**src/rtl/ahb3lite_master_if.sv**
```systemverilog
// ahb3lite_pkg bus types plus the command/bus interface of ahb3lite_master.
// cmd_hold is present only when AHB_MASTER_BUSY_EN is defined.
package ahb3lite_pkg;
  typedef enum logic [2:0] {
    SINGLE = 3'd0, INCR = 3'd1, WRAP4 = 3'd2, INCR4 = 3'd3,
    WRAP8 = 3'd4, INCR8 = 3'd5, WRAP16 = 3'd6, INCR16 = 3'd7
  } HBURST_Type;
  typedef enum logic [1:0] {
    IDLE = 2'd0, BUSY = 2'd1, NONSEQ = 2'd2, SEQ = 2'd3
  } HTRANS_state;
  typedef enum logic {OKAY = 1'b0, ERROR = 1'b1} HRESP_state;
endpackage

interface ahb3lite_master_if
  import ahb3lite_pkg::*;
#(
  parameter int MAX_LEN = 16
);
  localparam int LW = $clog2(MAX_LEN) + 1;

  logic              cmd_valid;
  logic              cmd_ready;
  logic [31:0]       cmd_addr;
  logic              cmd_write;
  HBURST_Type        cmd_burst;
  logic [2:0]        cmd_size;
  logic [LW-1:0]     cmd_len;
`ifdef AHB_MASTER_BUSY_EN
  logic              cmd_hold;
`endif
  logic [31:0]       wr_data;
  logic              wr_data_req;
  logic [31:0]       rd_data;
  logic              rd_valid;
  logic              done;
  logic              error;
  logic [31:0]       HADDR;
  HBURST_Type        HBURST;
  logic [2:0]        HSIZE;
  HTRANS_state       HTRANS;
  logic              HWRITE;
  logic [31:0]       HWDATA;
  logic              HREADY;
  HRESP_state        HRESP;
  logic [31:0]       HRDATA;

  modport master (
    input  cmd_valid, cmd_addr, cmd_write,
    input  cmd_burst, cmd_size, cmd_len,
`ifdef AHB_MASTER_BUSY_EN
    input  cmd_hold,
`endif
    input  wr_data, HREADY, HRESP, HRDATA,
    output cmd_ready, wr_data_req,
    output rd_data, rd_valid, done, error,
    output HADDR, HBURST, HSIZE, HTRANS,
    output HWRITE, HWDATA
  );

  modport slave (
    output cmd_valid, cmd_addr, cmd_write,
    output cmd_burst, cmd_size, cmd_len,
`ifdef AHB_MASTER_BUSY_EN
    output cmd_hold,
`endif
    output wr_data, HREADY, HRESP, HRDATA,
    input  cmd_ready, wr_data_req,
    input  rd_data, rd_valid, done, error,
    input  HADDR, HBURST, HSIZE, HTRANS,
    input  HWRITE, HWDATA
  );
endinterface

```
**src/rtl/ahb3lite_master.sv**
```systemverilog
// AHB-Lite burst master with pipelined address/data phases.
// Define AHB_MASTER_BUSY_EN to add cmd_hold and BUSY insertion.
module ahb3lite_master
  import ahb3lite_pkg::*;
#(
  parameter int MAX_LEN = 16
) (
  input logic HCLK,
  input logic HRESET,
  ahb3lite_master_if.master bus
);
  localparam int LW = $clog2(MAX_LEN) + 1;

  typedef enum logic [2:0] {
    S_IDLE, S_ADDR, S_BURST, S_LAST, S_ERR
  } state_t;

  state_t      state_q;
  logic [31:0] haddr_q;
  HBURST_Type  hburst_q;
  logic [2:0]  hsize_q;
  HTRANS_state htrans_q;
  logic        hwrite_q;
  logic [31:0] hwdata_q;
  logic [31:0] rd_data_q;
  logic        rd_valid_q;
  logic        done_q;
  logic        error_q;
  logic        wreq_q;
  logic [LW-1:0] left_q;
  logic        dph_q;

  logic          hold;
  logic          act;
  logic [LW-1:0] beats_d;
  logic [31:0]   incr;
  logic [31:0]   wmask;
  logic [31:0]   addr_d;

`ifdef AHB_MASTER_BUSY_EN
  assign hold = bus.cmd_hold;
`else
  assign hold = 1'b0;
`endif

  assign act = (htrans_q == NONSEQ) ||
               (htrans_q == SEQ);

  always_comb begin
    beats_d = LW'(1);
    unique case (bus.cmd_burst)
      INCR: begin
        if (bus.cmd_len != '0)
          beats_d = bus.cmd_len;
      end
      WRAP4, INCR4:   beats_d = LW'(4);
      WRAP8, INCR8:   beats_d = LW'(8);
      WRAP16, INCR16: beats_d = LW'(16);
      default:        beats_d = LW'(1);
    endcase
  end

  // Wrapping bursts keep the bits above the wrap boundary fixed.
  always_comb begin
    incr  = 32'd1 << hsize_q;
    wmask = '1;
    unique case (1'b1)
      hburst_q == WRAP4:  wmask = (incr << 2) - 32'd1;
      hburst_q == WRAP8:  wmask = (incr << 3) - 32'd1;
      hburst_q == WRAP16: wmask = (incr << 4) - 32'd1;
      default: ;
    endcase
    addr_d = (haddr_q & ~wmask) |
             ((haddr_q + incr) & wmask);
  end

  always_ff @(posedge HCLK or posedge HRESET) begin
    if (HRESET) begin
      state_q    <= S_IDLE;
      haddr_q    <= '0;
      hburst_q   <= SINGLE;
      hsize_q    <= '0;
      htrans_q   <= IDLE;
      hwrite_q   <= 1'b0;
      hwdata_q   <= '0;
      rd_data_q  <= '0;
      rd_valid_q <= 1'b0;
      done_q     <= 1'b0;
      error_q    <= 1'b0;
      wreq_q     <= 1'b0;
      left_q     <= '0;
      dph_q      <= 1'b0;
    end else begin
      rd_valid_q <= 1'b0;
      done_q     <= 1'b0;
      wreq_q     <= 1'b0;
      unique case (state_q)
        S_IDLE: begin
          if (bus.cmd_valid) begin
            haddr_q  <= bus.cmd_addr;
            hburst_q <= bus.cmd_burst;
            hsize_q  <= bus.cmd_size;
            hwrite_q <= bus.cmd_write;
            htrans_q <= NONSEQ;
            left_q   <= beats_d - 1'b1;
            error_q  <= 1'b0;
            dph_q    <= 1'b0;
            state_q  <= S_ADDR;
          end
        end
        S_ADDR, S_BURST, S_LAST: begin
          if (dph_q && !bus.HREADY &&
              bus.HRESP == ERROR) begin
            htrans_q <= IDLE;
            state_q  <= S_ERR;
          end else if (bus.HREADY) begin
            if (dph_q && !hwrite_q) begin
              rd_data_q  <= bus.HRDATA;
              rd_valid_q <= 1'b1;
            end
            dph_q <= act;
            if (act && hwrite_q) begin
              hwdata_q <= bus.wr_data;
              wreq_q   <= 1'b1;
            end
            if (state_q == S_LAST) begin
              done_q  <= 1'b1;
              state_q <= S_IDLE;
            end else if (htrans_q == BUSY) begin
              htrans_q <= hold ? BUSY : SEQ;
            end else if (left_q == '0) begin
              htrans_q <= IDLE;
              state_q  <= S_LAST;
            end else begin
              haddr_q  <= addr_d;
              left_q   <= left_q - 1'b1;
              htrans_q <= hold ? BUSY : SEQ;
              state_q  <= S_BURST;
            end
          end
        end
        S_ERR: begin
          if (bus.HREADY) begin
            error_q <= 1'b1;
            done_q  <= 1'b1;
            dph_q   <= 1'b0;
            state_q <= S_IDLE;
          end
        end
        default: state_q <= S_IDLE;
      endcase
    end
  end

  assign bus.cmd_ready   = (state_q == S_IDLE);
  assign bus.wr_data_req = wreq_q;
  assign bus.rd_data     = rd_data_q;
  assign bus.rd_valid    = rd_valid_q;
  assign bus.done        = done_q;
  assign bus.error       = error_q;
  assign bus.HADDR       = haddr_q;
  assign bus.HBURST      = hburst_q;
  assign bus.HSIZE       = hsize_q;
  assign bus.HTRANS      = htrans_q;
  assign bus.HWRITE      = hwrite_q;
  assign bus.HWDATA      = hwdata_q;
endmodule

```
**src/flat_wrapper.sv**
```systemverilog
// flat-port wrapper written by rule: the top's interface ports become plain ports
module ahb3lite_master_flat import ahb3lite_pkg::*;
#(
  parameter int MAX_LEN = 16
)
  (HCLK, HRESET, bus_cmd_valid, bus_cmd_addr, bus_cmd_write, bus_cmd_burst, bus_cmd_size, bus_cmd_len, bus_wr_data, bus_HREADY, bus_HRESP, bus_HRDATA, bus_cmd_ready, bus_wr_data_req, bus_rd_data, bus_rd_valid, bus_done, bus_error, bus_HADDR, bus_HBURST, bus_HSIZE, bus_HTRANS, bus_HWRITE, bus_HWDATA);
  ahb3lite_master_if #(.MAX_LEN(MAX_LEN)) bus_i ();
  input logic HCLK;
  input logic HRESET;
  input wire logic [$bits(bus_i.cmd_valid)-1:0] bus_cmd_valid;
  input wire logic [$bits(bus_i.cmd_addr)-1:0] bus_cmd_addr;
  input wire logic [$bits(bus_i.cmd_write)-1:0] bus_cmd_write;
  input wire logic [$bits(bus_i.cmd_burst)-1:0] bus_cmd_burst;
  input wire logic [$bits(bus_i.cmd_size)-1:0] bus_cmd_size;
  input wire logic [$bits(bus_i.cmd_len)-1:0] bus_cmd_len;
  input wire logic [$bits(bus_i.wr_data)-1:0] bus_wr_data;
  input wire logic [$bits(bus_i.HREADY)-1:0] bus_HREADY;
  input wire logic [$bits(bus_i.HRESP)-1:0] bus_HRESP;
  input wire logic [$bits(bus_i.HRDATA)-1:0] bus_HRDATA;
  output wire logic [$bits(bus_i.cmd_ready)-1:0] bus_cmd_ready;
  output wire logic [$bits(bus_i.wr_data_req)-1:0] bus_wr_data_req;
  output wire logic [$bits(bus_i.rd_data)-1:0] bus_rd_data;
  output wire logic [$bits(bus_i.rd_valid)-1:0] bus_rd_valid;
  output wire logic [$bits(bus_i.done)-1:0] bus_done;
  output wire logic [$bits(bus_i.error)-1:0] bus_error;
  output wire logic [$bits(bus_i.HADDR)-1:0] bus_HADDR;
  output wire logic [$bits(bus_i.HBURST)-1:0] bus_HBURST;
  output wire logic [$bits(bus_i.HSIZE)-1:0] bus_HSIZE;
  output wire logic [$bits(bus_i.HTRANS)-1:0] bus_HTRANS;
  output wire logic [$bits(bus_i.HWRITE)-1:0] bus_HWRITE;
  output wire logic [$bits(bus_i.HWDATA)-1:0] bus_HWDATA;
  assign bus_i.cmd_valid = bus_cmd_valid;
  assign bus_i.cmd_addr = bus_cmd_addr;
  assign bus_i.cmd_write = bus_cmd_write;
  assign bus_i.cmd_burst = bus_cmd_burst;
  assign bus_i.cmd_size = bus_cmd_size;
  assign bus_i.cmd_len = bus_cmd_len;
  assign bus_i.wr_data = bus_wr_data;
  assign bus_i.HREADY = bus_HREADY;
  assign bus_i.HRESP = bus_HRESP;
  assign bus_i.HRDATA = bus_HRDATA;
  assign bus_cmd_ready = bus_i.cmd_ready;
  assign bus_wr_data_req = bus_i.wr_data_req;
  assign bus_rd_data = bus_i.rd_data;
  assign bus_rd_valid = bus_i.rd_valid;
  assign bus_done = bus_i.done;
  assign bus_error = bus_i.error;
  assign bus_HADDR = bus_i.HADDR;
  assign bus_HBURST = bus_i.HBURST;
  assign bus_HSIZE = bus_i.HSIZE;
  assign bus_HTRANS = bus_i.HTRANS;
  assign bus_HWRITE = bus_i.HWRITE;
  assign bus_HWDATA = bus_i.HWDATA;
  ahb3lite_master #(.MAX_LEN(MAX_LEN)) u_core (.HCLK(HCLK), .HRESET(HRESET), .bus(bus_i));
endmodule
```
**config.mk**
```make
export PLATFORM = sky130hd
export DESIGN_NAME = ahb3lite_master_flat
export DESIGN_NICKNAME = d
export VERILOG_FILES = /design/src/rtl/ahb3lite_master_if.sv /design/src/rtl/ahb3lite_master.sv /design/src/flat_wrapper.sv
export SDC_FILE = /design/constraint.sdc
export NUM_CORES = 1
export LEC_CHECK = 0
export CORE_UTILIZATION = 40
export DETAILED_ROUTE_END_ITERATION = 10
export PLACE_DENSITY = 0.79
export SLEW_MARGIN = 25
export SYNTH_ARGS = -nofsm -noshare
export SYNTH_HDL_FRONTEND = slang
export SYNTH_SLANG_ARGS = --single-unit
```
**constraint.sdc**
```tcl
create_clock -name HCLK -period 5.6 [get_ports HCLK]
set_clock_uncertainty 0.05 [all_clocks]
set_input_delay 1.68 -clock HCLK [delete_from_list [all_inputs] [get_ports HCLK]]
set_output_delay 1.68 -clock HCLK [all_outputs]
set_load 0.01 [all_outputs]
```
======== Word-level counts from Yosys, hierarchy flattened ========
Cells that the tools add are included.
word-level totals
  bits in registers ....................... 118
  bits of input ports ..................... 113
  output and inout port bits .............. 110
  word-level logic and storage cells ...... 130
operators by class
  add/subtract/negate cells ............... 6
  equal/unequal tests ..................... 27
  shift-type cells ........................ 1
  mux-type cells .......................... 52
  bitwise logic cells ..................... 5
  reduce and logical (&&, ||, !) cells .... 25
operators by type and width
  cell                                                   count
  two-way mux 32 bit                                     6
  case mux 32 bit (3 select lines)                       1
  subtractor 32 x 1 -> 32 bit, second input constant     3
  AND 32 bit                                             2
  case mux 32 bit (2 select lines)                       1
  two-way mux 5 bit                                      7
  adder 32 bit                                           1
  NOT 32 bit                                             1
  OR 32 bit                                              1
  left shift 1 x 3 -> 32 bit, first input constant       1
  equality test 3 bit, second input constant             7
  case mux 5 bit (4 select lines)                        1
  two-way mux 1 bit                                      18
  two-way mux 3 bit                                      6
  AND reduction 4 bit                                    4
  equality test 3 x 2 -> 1 bit, second input constant    5
  inequality test 2 bit, second input constant           7
  two-way mux 2 bit                                      6
  case mux 5 bit (2 select lines)                        1
  subtractor 5 x 1 -> 5 bit, second input constant       2
  case mux 3 bit (3 select lines)                        1
  AND reduction 7 bit                                    1
  equality test 3 x 1 -> 1 bit, second input constant    2
  inequality test 3 x 2 -> 1 bit, second input constant  2
  20 further kinds                                       29

======== Longest topological paths before layout ========
Gate-level depths: netlist of the first run.
  depth after elaboration ................. 12
  gate-level depth with buffers ........... 13
  mapped depth without buffers ............ 10

======== Worst setup path before layout of the first run ========
No wires, ideal clock.
  path kind ............................... in2reg
  start ................................... input bus_HREADY
  end ..................................... register (tool-made name)
  library setup time ...................... 129 ps
  arrival time ............................ 3205 ps
  required time ........................... 5421 ps
  slack ................................... 2216 ps
  cell stages on the path ................. 8
  buffers on the path ..................... 1
  cells stage by stage .................... nand3b_2 o21ai_2 maj3_2 or3_1 buf_4 nor2_1 nand3_1 o41a_1
RTL lines
  element          RTL line            source
  start, declared  flat_wrapper.sv:17  input wire logic [$bits(bus_i.HREADY)-1:0] bus_HREADY;

==> impl_metrics.sql, run 1 <==
INSERT INTO impl_metrics (metric_group, metric, value, unit) VALUES
('run_status', 'status', 'complete, no violations', ''),
('cells_and_area', 'nets', '954', ''),
('global_route', 'globalRouteOverflowTotal', '0', ''),
('job', 'maxCapViolCount', '0', ''),
('cells_and_area', 'antennaDiodeCount', '0', ''),
('worst_hold_path', 'hold_path_startpoint', 'u_core.bus.rd_data[12]', ''),
('critical_path', 'worst_setup_path_start_kind', 'input pin', ''),
('timing', 'final-setup-viol-count', '0', ''),
('clock_tree', 'cts_tree', 'built', ''),
('yosys', 'synth_top_flop_cell', 'sky130_fd_sc_hd__dfrtp_1', ''),
('clock_tree', 'cts-hold-fix-buffers', '0', ''),
('cells_and_area', 'layout_area_growth_over_synthesis', '47.63', '%'),
('timing', 'totalNegativeSetupSlack', '0', 'ps'),
('drt', 'drc_errors', '0', ''),
('drt', 'via_per_inst', '5.477', ''),
('worst_hold_path', 'hold_path_class', 'register to register', ''),
('die', 'io_pins', '223', ''),
('critical_path', 'critical_path.cell_chain', 'clkdlybuf4s50_1, nand3b_2, o21ai_2, maj3_2, or3_1, nor2_1, nand3_1, o41a_1', ''),
('die', 'start_util', '41.17', '%'),
('die', 'die-area', '16270', 'sq um'),
('global_route', 'antenna_found_initial', '0', ''),
('clock_tree', 'cts_post_setup_buffers_inserted', '0', ''),
('critical_path', 'cp_max_fo', '25', ''),
('critical_path', 'critical_path_required', '5830', 'ps'),
('clock_tree', 'numClockSinks', '118', ''),
('timing', 'hold_viol', '0', ''),
('die', 'die_w', '127.5', 'um'),
('global_route', 'grt_use_total', '23.11', '%'),
('timing', 'maximum_operating_frequency', '231.7', 'MHz'),
('clock_tree', 'cts_buffers', '17', ''),
('timing', 'rsz_0062_raised_after_global_routing', 'no', ''),
('critical_path', 'critical_path.max_stage_delay', '720', 'ps'),
('critical_path', 'critical_path_arrival', '4550', 'ps'),
('yosys', 'synth-seq-area-share', '46.83', '%'),
('timing', 'tightest_slew', '883.3', 'ps'),
('yosys', 'synth-async-reset-ratio', '100.0', '%'),
('clock_tree', 'cts.clk_slew.worst_paths', '50', 'ps'),
('placed_design', 'gp_congestion', '0.8873', ''),
('pwr', 'irDropWorstVdd', '0.0002879', 'V'),
('placed_design', 'placed_cell_area', '8676', 'sq um'),
('drt', 'first_iter_violations', '411', ''),
('die', 'fp.dieH', '127.5', 'um'),
('yosys', 'ys.warnings.count', '0', ''),
('cells_and_area', 'final_util', '60.78', '%'),
('critical_path', 'critical_path.slowest_cell', 'sky130_fd_sc_hd__or3_1', ''),
('placed_design', 'cell_count_after_placement', '1025', ''),
('global_route', 'grt_pass1_vias', '5451', ''),
('drt', 'drt_pre_antenna_iters', '5', ''),
('pwr', 'p_per_area', '625.3', 'nW/um^2'),
('yosys', 'synth-seq-cells', '118', ''),
('global_route', 'largest_net_degree_at_the_start_of_global_routing', '82', ''),
('clock_tree', 'worst_skew_pair.late_latency', '410', 'ps'),
('yosys', 'synth_fp_nets', '747', ''),
('clock_tree', 'cts.repair.resized', '0', ''),
('drt', 'vias', '5789', ''),
('critical_path', 'worstSetupEndpointType', 'register', ''),
('critical_path', 'setup.worst_path.class', 'input pin to register', ''),
('cells_and_area', 'multiInputGateArea', '3143', 'sq um'),
('yosys', 'netlist_area_before_placement', '6305', 'sq um'),
('die', 'coreArea', '15310', 'sq um'),
('cells_and_area', 'most-common-layout-cells', '222 x sky130_fd_sc_hd__clkdlybuf4s50_1, 118 x sky130_fd_sc_hd__dfrtp_1, 70 x sky130_fd_sc_hd__nand2_1', ''),
('timing', 'fin_crit', '4315', 'ps'),
('cells_and_area', 'final_design_area_no_fill', '9308', 'sq um'),
('clock_tree', 'root_buffer', 'sky130_fd_sc_hd__clkbuf_16', ''),
('drt', 'wl_per_cell', '17.70', 'um'),
('placed_design', 'dpl_worst_slack', '903.7', 'ps'),
('clock_tree', 'htree_levels', '4', ''),
('die', 'placementRows', '45', ''),
('timing', 'final_cycle_share', '77.06', '%'),
('clock_tree', 'clock_tree.buffer_depth', '2', ''),
('yosys', 'syn_area_per_cell', '10.07', 'sq um');
## area by class of cell
class / count / area share (%)
multi-input cells: 458 / 33.77
flip-flops and latches: 118 / 31.72
repair buffers: 230 / 24.52
clock buffers: 18 / 4.611
well taps: 211 / 2.836
clock inverters: 14 / 2.137
inverters: 8 / 0.4033
## kinds of logic after synthesis
group / count (synthesis) / share of synthesized area [%]
compound gates: 166 / 18.10
xor+xnor: 8 / 1.230
fa+ha+maj: 10 / 2.064
buf+inv: 50 / 3.671
flops: 118 / 46.83
mux: 64 / 11.43
simple gates: 210 / 16.67
## metal layers
| layer | vias to the layer above | GRT usage [%] | part of all wire (%) |
|---|---|---|---|
| met5 | - | 0 | 0 |
| met4 | 0 | 10.29 | 2.7 |
| met3 | 37 | 5.109 | 6.7 |
| met2 | 228 | 36.55 | 49 |
| met1 | 2789 | 30.37 | 42 |
| li1 | 2735 | - | - |
## Yosys cell counts (all sizes together) (4+ instances only)
library cell | count | share of area (%)
dfrtp | 118 | 47
nand2 | 70 | 4.2
mux2 | 64 | 11
a21oi | 45 | 3.7
nor2 | 43 | 2.6
o21ai | 29 | 2.4
nand3 | 23 | 1.8
buf | 21 | 1.9
clkbuf | 21 | 1.3
nor3 | 17 | 1.4
a2bb2oi | 13 | 1.8
o22ai | 12 | 1.2
a31oi | 10 | 0.99
and3 | 10 | 0.99
a211oi | 8 | 1.0
inv | 8 | 0.52
nor4 | 8 | 1.0
ha | 7 | 1.4
nand4 | 7 | 0.69
a21o | 5 | 0.60
nor2b | 5 | 0.50
o31ai | 5 | 1.0
and4 | 4 | 0.56
nor3b | 4 | 0.73
or3 | 4 | 0.40
xnor2 | 4 | 0.67
xor2 | 4 | 0.56
## worst paths after layout
kind                                                to  slack [ps]  cells after the start
worst max-delay path                          register        1280                      8
worst min-delay path            u_core.bus.rd_data[12]         450                      1
worst max register to register                register        1990                     10
worst min register to register  u_core.bus.rd_data[12]         450                      1
max in group asynchronous             u_core.left_q[4]        2950                      3
min in group asynchronous        u_core.bus.HWDATA[12]        1720                      2
## worst max-delay path, delay by kind of cell
family	cells	cell delay, ps
AND/OR/NAND/NOR	4	1420
buffers and inverters	1	700
adder cells (fa/ha/maj)	1	320
AO/OA/AOI/OAI	2	420
## report_power, final
part           leakage (nW)  internal (mW)  switching [mW]
Clock                 0.305          0.749           0.403
Combinational          2.06           1.52            1.43
Sequential             1.41           1.27           0.445
Total                  3.77           3.54            2.28
No activity file was read; power rests on OpenSTA's default activity.
==> run 2, diff against run 1 <==
PLACE_DENSITY = 0.82   (was 0.79)
clock period = 3.95 ns   (was 5.6 ns; I/O delays follow)
==> run 2 against run 1 <==
Hold slack got worse by 0.91 ps. Worst setup slack got worse by 730 ps. Final cell count increased by 0.76%. Core utilization increased by 0.31 points. Sequential share of layout area decreased by 0.16 points.
==> impl_metrics.sql, run 2 (same netlist as run 1, synthesis figures left out) <==
INSERT INTO impl_metrics (metric_group, metric, value, unit) VALUES
('run_status', 'status', 'complete, no violations', ''),
('cells_and_area', 'antennaDiodeCount', '0', ''),
('global_route', 'largest_net_degree_at_the_start_of_global_routing', '119', ''),
('critical_path', 'cp_max_fo', '13', ''),
('timing', 'fin_crit', '3398', 'ps'),
('critical_path', 'critical_path_required', '4220', 'ps'),
('global_route', 'antenna_found_initial', '0', ''),
('drt', 'drc_errors', '0', ''),
('timing', 'drv_slew', '0', ''),
('worst_hold_path', 'hold_path_class', 'register to register', ''),
('cells_and_area', 'final_design_area_no_fill', '9355', 'sq um'),
('die', 'die_w', '127.5', 'um'),
('timing', 'totalNegativeSetupSlack', '0', 'ps'),
('placed_design', 'hpwl', '13600', 'um'),
('clock_tree', 'numClockSinks', '118', ''),
('global_route', 'grt_pass1_vias', '5824', ''),
('die', 'placementRows', '45', ''),
('drt', 'vias', '5920', ''),
('die', 'coreArea', '15310', 'sq um'),
('cells_and_area', 'layout_commonest_cell', 'sky130_fd_sc_hd__clkdlybuf4s50_1', ''),
('cells_and_area', 'share_of_post_route_cells_with_drive_strength_above_1', '15.81', '%'),
('global_route', 'grt_use_total', '24.07', '%'),
('clock_tree', 'cts.repair.resized', '0', ''),
('global_route', 'grt_first_pass_wirelength', '30340', 'um'),
('die', 'fp.dieH', '127.5', 'um'),
('drt', 'first_iter_violations', '568', ''),
('die', 'die-area', '16270', 'sq um'),
('placed_design', 'dpl_worst_slack', '302.4', 'ps'),
('drt', 'drt_pre_antenna_iters', '6', ''),
('clock_tree', 'cts_buffers', '17', ''),
('critical_path', 'critical_path.max_stage_delay', '710', 'ps'),
('timing', 'maximum_operating_frequency', '294.2', 'MHz'),
('timing', 'rsz_0062_raised_after_global_routing', 'no', ''),
('critical_path', 'critical_path.slowest_cell', 'sky130_fd_sc_hd__dfrtp_1', ''),
('drt', 'drt-total-wl', '19070', 'um'),
('placed_design', 'cell_count_after_placement', '1033', ''),
('clock_tree', 'cts.clk_slew.worst_paths', '50', 'ps'),
('pwr', 'power.share.clock', '18.8', '%'),
('pwr', 'internal_power_component', '5.021', 'mW'),
('placed_design', 'placed_cell_area', '8750', 'sq um'),
('pwr', 'p_seq_share', '29.1', '%'),
('timing', 'final_cycle_share', '86.04', '%'),
('timing', 'post-route-worst-setup-slack', '551.5', 'ps'),
('global_route', 'globalRouteOverflowTotal', '0', ''),
('critical_path', 'worstSetupEndpointType', 'register', ''),
('clock_tree', 'root_buffer', 'sky130_fd_sc_hd__clkbuf_16', ''),
('job', 'maxCapViolCount', '0', ''),
('clock_tree', 'htree_levels', '4', ''),
('clock_tree', 'worst_skew_pair.late_latency', '410', 'ps'),
('pwr', 'totalPowerFinal', '8.259', 'mW'),
('cells_and_area', 'nets', '962', ''),
('pwr', 'irDropWorstVdd', '0.0004238', 'V'),
('timing', 'final-setup-viol-count', '0', ''),
('die', 'io_pins', '223', ''),
('cells_and_area', 'most-common-layout-cells', '222 x sky130_fd_sc_hd__clkdlybuf4s50_1, 118 x sky130_fd_sc_hd__dfrtp_1, 70 x sky130_fd_sc_hd__nand2_1', ''),
('clock_tree', 'cts-hold-fix-buffers', '0', ''),
('timing', 'holdWs', '451.5', 'ps'),
('pwr', 'p_leak', '3.793', 'nW'),
('critical_path', 'setup.worst_path.class', 'register to register', ''),
('drt', 'wl_per_cell', '17.91', 'um'),
('critical_path', 'critical_path.cell_chain', 'inv_4, nor3_1, fa_1, and3_1, a211o_1, a21oi_2, o31ai_4, or4b_1, a21oi_1, a2bb2oi_1', ''),
('cells_and_area', 'layout_area_growth_over_synthesis', '48.38', '%'),
('clock_tree', 'cts_post_setup_buffers_inserted', '0', ''),
('pwr', 'p_per_area', '882.9', 'nW/um^2'),
('pwr', 'switching_component_of_the_power', '3.239', 'mW'),
('critical_path', 'critical_path_arrival', '3670', 'ps'),
('clock_tree', 'cts_tree', 'built', ''),
('placed_design', 'gp_congestion', '0.8867', ''),
('pwr', 'switching_share', '39.21', '%'),
('pwr', 'combinationalPowerShare', '52.1', '%'),
('clock_tree', 'clock_tree.buffer_depth', '2', ''),
('timing', 'slew_headroom', '52.09', '%'),
('cells_and_area', 'final_util', '61.09', '%'),
('placed_design', 'port_buffer_count', '222', ''),
('cells_and_area', 'layout.cells.non_filler', '1065', ''),
('die', 'start_util', '41.17', '%'),
('timing', 'tightest_slew', '716.9', 'ps'),
('drt', 'via_per_inst', '5.559', ''),
('critical_path', 'worst_setup_path_start_kind', 'register', ''),
('drt', 'route.antenna.remaining_nets', '0', ''),
('timing', 'hold_viol', '0', '');
## run 2: cell type report
cell class,instances,area [sq um]
repair buffers,238,2355
fillers,1301,5959
flip-flops and latches,118,2953
well taps,211,264.0
inverters,8,36.28
clock buffers,23,488.0
clock inverters,9,117.6
multi-input cells,458,3142
## run 2: worst paths after layout
check                                       start                     end  slack, ps  cells past startpoint
setup / recovery              u_core.bus.HSIZE[0]                register        550                     10
hold / removal             u_core.bus.rd_data[14]  u_core.bus.rd_data[14]        450                      1
setup reg to reg              u_core.bus.HSIZE[0]                register        550                     10
hold reg to reg            u_core.bus.rd_data[14]  u_core.bus.rd_data[14]        450                      1
max in group asynchronous                  HRESET    u_core.bus.HWDATA[1]       2110                      3
min in group asynchronous                  HRESET               async pin       1290                      3
## run 2: routing by layer
metal	part of all wire, %	vias to the layer above	wire length [um]	track usage, %
li1	-	2748	-	-
met1	41	2865	7730	31.43
met5	0	-	0	0
met2	48	272	9175	38.03
met3	9.4	35	1798	7.328
met4	1.9	0	367	8.123
## run 2: worst max-delay path: cells and delay by family (launching register included)
family	cells	cell delay (ps)
buffers and inverters	1	130
AOI/OAI and AO/OA	5	990
DFF	1	710
adders and majority gates	1	350
and+or+nand+nor	3	1080
## run 2: power groups by stage
stage          sequential (mW)  clock, mW  combinational (mW)
5_1_grt                   2.49       1.64                4.67
4_1_cts                   2.39       1.58                4.30
2_1_floorplan             2.47          0                2.33
3_5_place_dp              2.40          0                4.26
3_3_place_gp              2.37          0                4.19
6_report                  2.40       1.56                4.30
==> run 3, diff against run 2 <==
HOLD_SLACK_MARGIN = 0.05   (was unset)
RECOVER_POWER = 100   (was unset)
==> run 3 against run 2 <==
The flow now finishes with violations (max-capacitance violations, max-slew violations). Routed wire length about the same. Via count up 0.19%. Power decreased by 3.4%. Critical path depth rose by 1. Final area shrank 0.74%. Highest routed layer unchanged. Maximum frequency shrank 3.9%.
==> impl_metrics.sql, run 3 (same netlist as run 1, synthesis figures left out) <==
INSERT INTO impl_metrics (metric_group, metric, value, unit) VALUES
('run_status', 'status', 'finished with violations', ''),
('run_status', 'violations', 'max-capacitance violations, max-slew violations', ''),
('global_route', 'gr-usage-met3', '7.328', '%'),
('critical_path', 'critical_path_required', '4200', 'ps'),
('placed_design', 'placed_cell_area', '8750', 'sq um'),
('clock_tree', 'cts.clk_slew.worst_paths', '60', 'ps'),
('clock_tree', 'clock_tree.buffer_depth', '2', ''),
('clock_tree', 'cts_tree', 'built', ''),
('global_route', 'busiest_layer', 'met2', ''),
('worst_hold_path', 'number_of_cells_on_the_worst_hold_path', '1', ''),
('global_route', 'globalRouteOverflowTotal', '0', ''),
('clock_tree', 'cts.repair.resized', '0', ''),
('drt', 'drc_errors', '0', ''),
('cells_and_area', 'antennaDiodeCount', '0', ''),
('drt', 'drt_pre_antenna_iters', '5', ''),
('clock_tree', 'numClockSinks', '118', ''),
('drt', 'vias', '5931', ''),
('pwr', 'internal_power_component', '4.781', 'mW'),
('die', 'die_w', '127.5', 'um'),
('cells_and_area', 'layout_area_growth_over_synthesis', '47.29', '%'),
('drt', 'via_per_inst', '5.569', ''),
('placed_design', 'dpl_worst_slack', '302.4', 'ps'),
('cells_and_area', 'nets', '962', ''),
('clock_tree', 'root_buffer', 'sky130_fd_sc_hd__clkbuf_16', ''),
('timing', 'fin_crit', '3535', 'ps'),
('drt', 'drt-total-wl', '19070', 'um'),
('pwr', 'switching_share', '40.10', '%'),
('global_route', 'antenna_found_initial', '0', ''),
('critical_path', 'rr_worst_depth', '11', ''),
('global_route', 'global_route.usage.met2', '38.03', '%'),
('cells_and_area', 'final_design_area_no_fill', '9286', 'sq um'),
('cells_and_area', 'share_of_post_route_cells_with_drive_strength_above_1', '14.64', '%'),
('timing', 'final_cycle_share', '89.50', '%'),
('global_route', 'largest_net_degree_at_the_start_of_global_routing', '119', ''),
('pwr', 'p_per_area', '859.5', 'nW/um^2'),
('placed_design', 'gp_congestion', '0.8867', ''),
('cells_and_area', 'layout_commonest_cell', 'sky130_fd_sc_hd__dfrtp_1', ''),
('job', 'maxCapViolCount', '1', ''),
('timing', 'tightest_slew', '1613', 'ps'),
('critical_path', 'worst_setup_path_start_kind', 'register', ''),
('die', 'fp.dieH', '127.5', 'um'),
('die', 'io_pins', '223', ''),
('placed_design', 'port_buffer_count', '222', ''),
('pwr', 'switching_component_of_the_power', '3.201', 'mW'),
('pwr', 'p_leak', '3.812', 'nW'),
('drt', 'wl_per_cell', '17.90', 'um'),
('global_route', 'grtUsageMet1', '31.43', '%'),
('critical_path', 'cp_max_fo', '21', ''),
('critical_path', 'worstSetupEndpointType', 'register', ''),
('drt', 'first_iter_violations', '510', ''),
('critical_path', 'reg2reg_slack', '410', 'ps'),
('clock_tree', 'worst_skew_pair.late_latency', '410', 'ps'),
('pwr', 'p_seq_share', '29.8', '%'),
('global_route', 'grt_first_pass_wirelength', '30340', 'um'),
('pwr', 'power.share.clock', '19.5', '%'),
('worst_hold_path', 'worst_hold_path.endpoint', 'u_core.bus.rd_data[14]', ''),
('die', 'start_util', '41.17', '%'),
('timing', 'totalNegativeSetupSlack', '0', 'ps'),
('clock_tree', 'htree_levels', '4', ''),
('die', 'placementRows', '45', ''),
('timing', 'final-setup-viol-count', '0', ''),
('worst_hold_path', 'hold_path_class', 'register to register', ''),
('placed_design', 'hpwl', '13600', 'um'),
('critical_path', 'critical_path_arrival', '3780', 'ps'),
('critical_path', 'crit_reg_reg_startpoint', 'u_core.bus.HSIZE[2]', ''),
('pwr', 'combinationalPowerShare', '50.7', '%'),
('clock_tree', 'cts-hold-fix-buffers', '0', ''),
('critical_path', 'setup.worst_path.class', 'register to register', ''),
('clock_tree', 'cts_post_setup_buffers_inserted', '0', ''),
('timing', 'drv_slew', '119', ''),
('die', 'coreArea', '15310', 'sq um'),
('timing', 'rsz_0062_raised_after_global_routing', 'no', ''),
('timing', 'maximum_operating_frequency', '282.9', 'MHz'),
('worst_hold_path', 'hold_path_startpoint', 'u_core.bus.rd_data[14]', ''),
('die', 'die-area', '16270', 'sq um'),
('timing', 'hold_viol', '0', ''),
('global_route', 'grt_pass1_vias', '5824', ''),
('global_route', 'grt_use_total', '24.07', '%'),
('timing', 'post-route-worst-setup-slack', '414.6', 'ps'),
('pwr', 'irDropWorstVdd', '0.0004041', 'V'),
('drt', 'route.antenna.remaining_nets', '0', ''),
('timing', 'slew_headroom', '-7.557', '%'),
('critical_path', 'crit_path_start', 'u_core.bus.HSIZE[2]', ''),
('clock_tree', 'cts_buffers', '17', ''),
('cells_and_area', 'most-common-layout-cells', '118 x sky130_fd_sc_hd__dfrtp_1, 111 x sky130_fd_sc_hd__dlygate4sd3_1, 111 x sky130_fd_sc_hd__clkdlybuf4s50_1', '');
==> run 3: changes by cell type in the layout (fill, tap and decap cells not counted), moves of 2 or more <==
cell / delta
sky130_fd_sc_hd__clkbuf_2: +2
sky130_fd_sc_hd__dlygate4sd3_1: +111
sky130_fd_sc_hd__clkdlybuf4s50_1: -111
sky130_fd_sc_hd__clkbuf_1: +6
sky130_fd_sc_hd__buf_4: -8
==> run 3: worst max-delay path, cell delays in order, from the launching register on <==
cell,delay [ps]
sky130_fd_sc_hd__dfrtp_1,380
sky130_fd_sc_hd__clkbuf_1,670
sky130_fd_sc_hd__nor3_1,180
sky130_fd_sc_hd__fa_1,530
sky130_fd_sc_hd__and3_1,240
sky130_fd_sc_hd__a211o_1,300
sky130_fd_sc_hd__a21oi_2,170
sky130_fd_sc_hd__o31ai_4,150
sky130_fd_sc_hd__buf_4,200
sky130_fd_sc_hd__nand3_1,150
sky130_fd_sc_hd__nor4_1,60
sky130_fd_sc_hd__a311o_1,330
==> run 3: stage by stage <==
step           power, mW  hold WS [ps]  cells  utilization, %
2_1_floorplan      4.801         413.2    626               -
3_3_place_gp       6.563         437.0   1033           57.13
3_5_place_dp       6.664         444.1   1033           57.13
4_1_cts            8.269         456.9   1065           61.09
5_1_grt            8.521         461.8   1065           60.64
6_report           7.981         444.4   1065           60.64
==> run 3: cell type report <==
cell class / instances / area [sq um]
well taps: 211 / 264.0
multi-input cells: 458 / 3113
flip-flops and latches: 118 / 2953
inverters: 8 / 36.28
fillers: 1322 / 6028
repair buffers: 238 / 2315
clock buffers: 23 / 488.0
clock inverters: 9 / 117.6
==> run 3: power groups by stage <==
stage	clock network (mW)	logic, mW	registers (mW)
after global routing	1.64	4.41	2.46
final	1.56	4.05	2.38
after detailed placement	0	4.26	2.40
after floorplan	0	2.33	2.47
after global placement	0	4.19	2.37
after CTS	1.58	4.30	2.39
==> run 3: worst max path at each step <==
stage               end  cells past startpoint
2_1_floorplan  register                     13
3_3_place_gp   register                      8
3_5_place_dp   register                      8
4_1_cts        register                     10
5_1_grt        register                     11
6_report       register                     11
==> run 3: per-layer routing <==
layer	share of wire [%]	wire [um]	vias up
met5	0	0	-
met4	2.1	405	0
met3	9.3	1771	42
li1	-	-	2763
met2	48	9178	290
met1	40	7710	2836
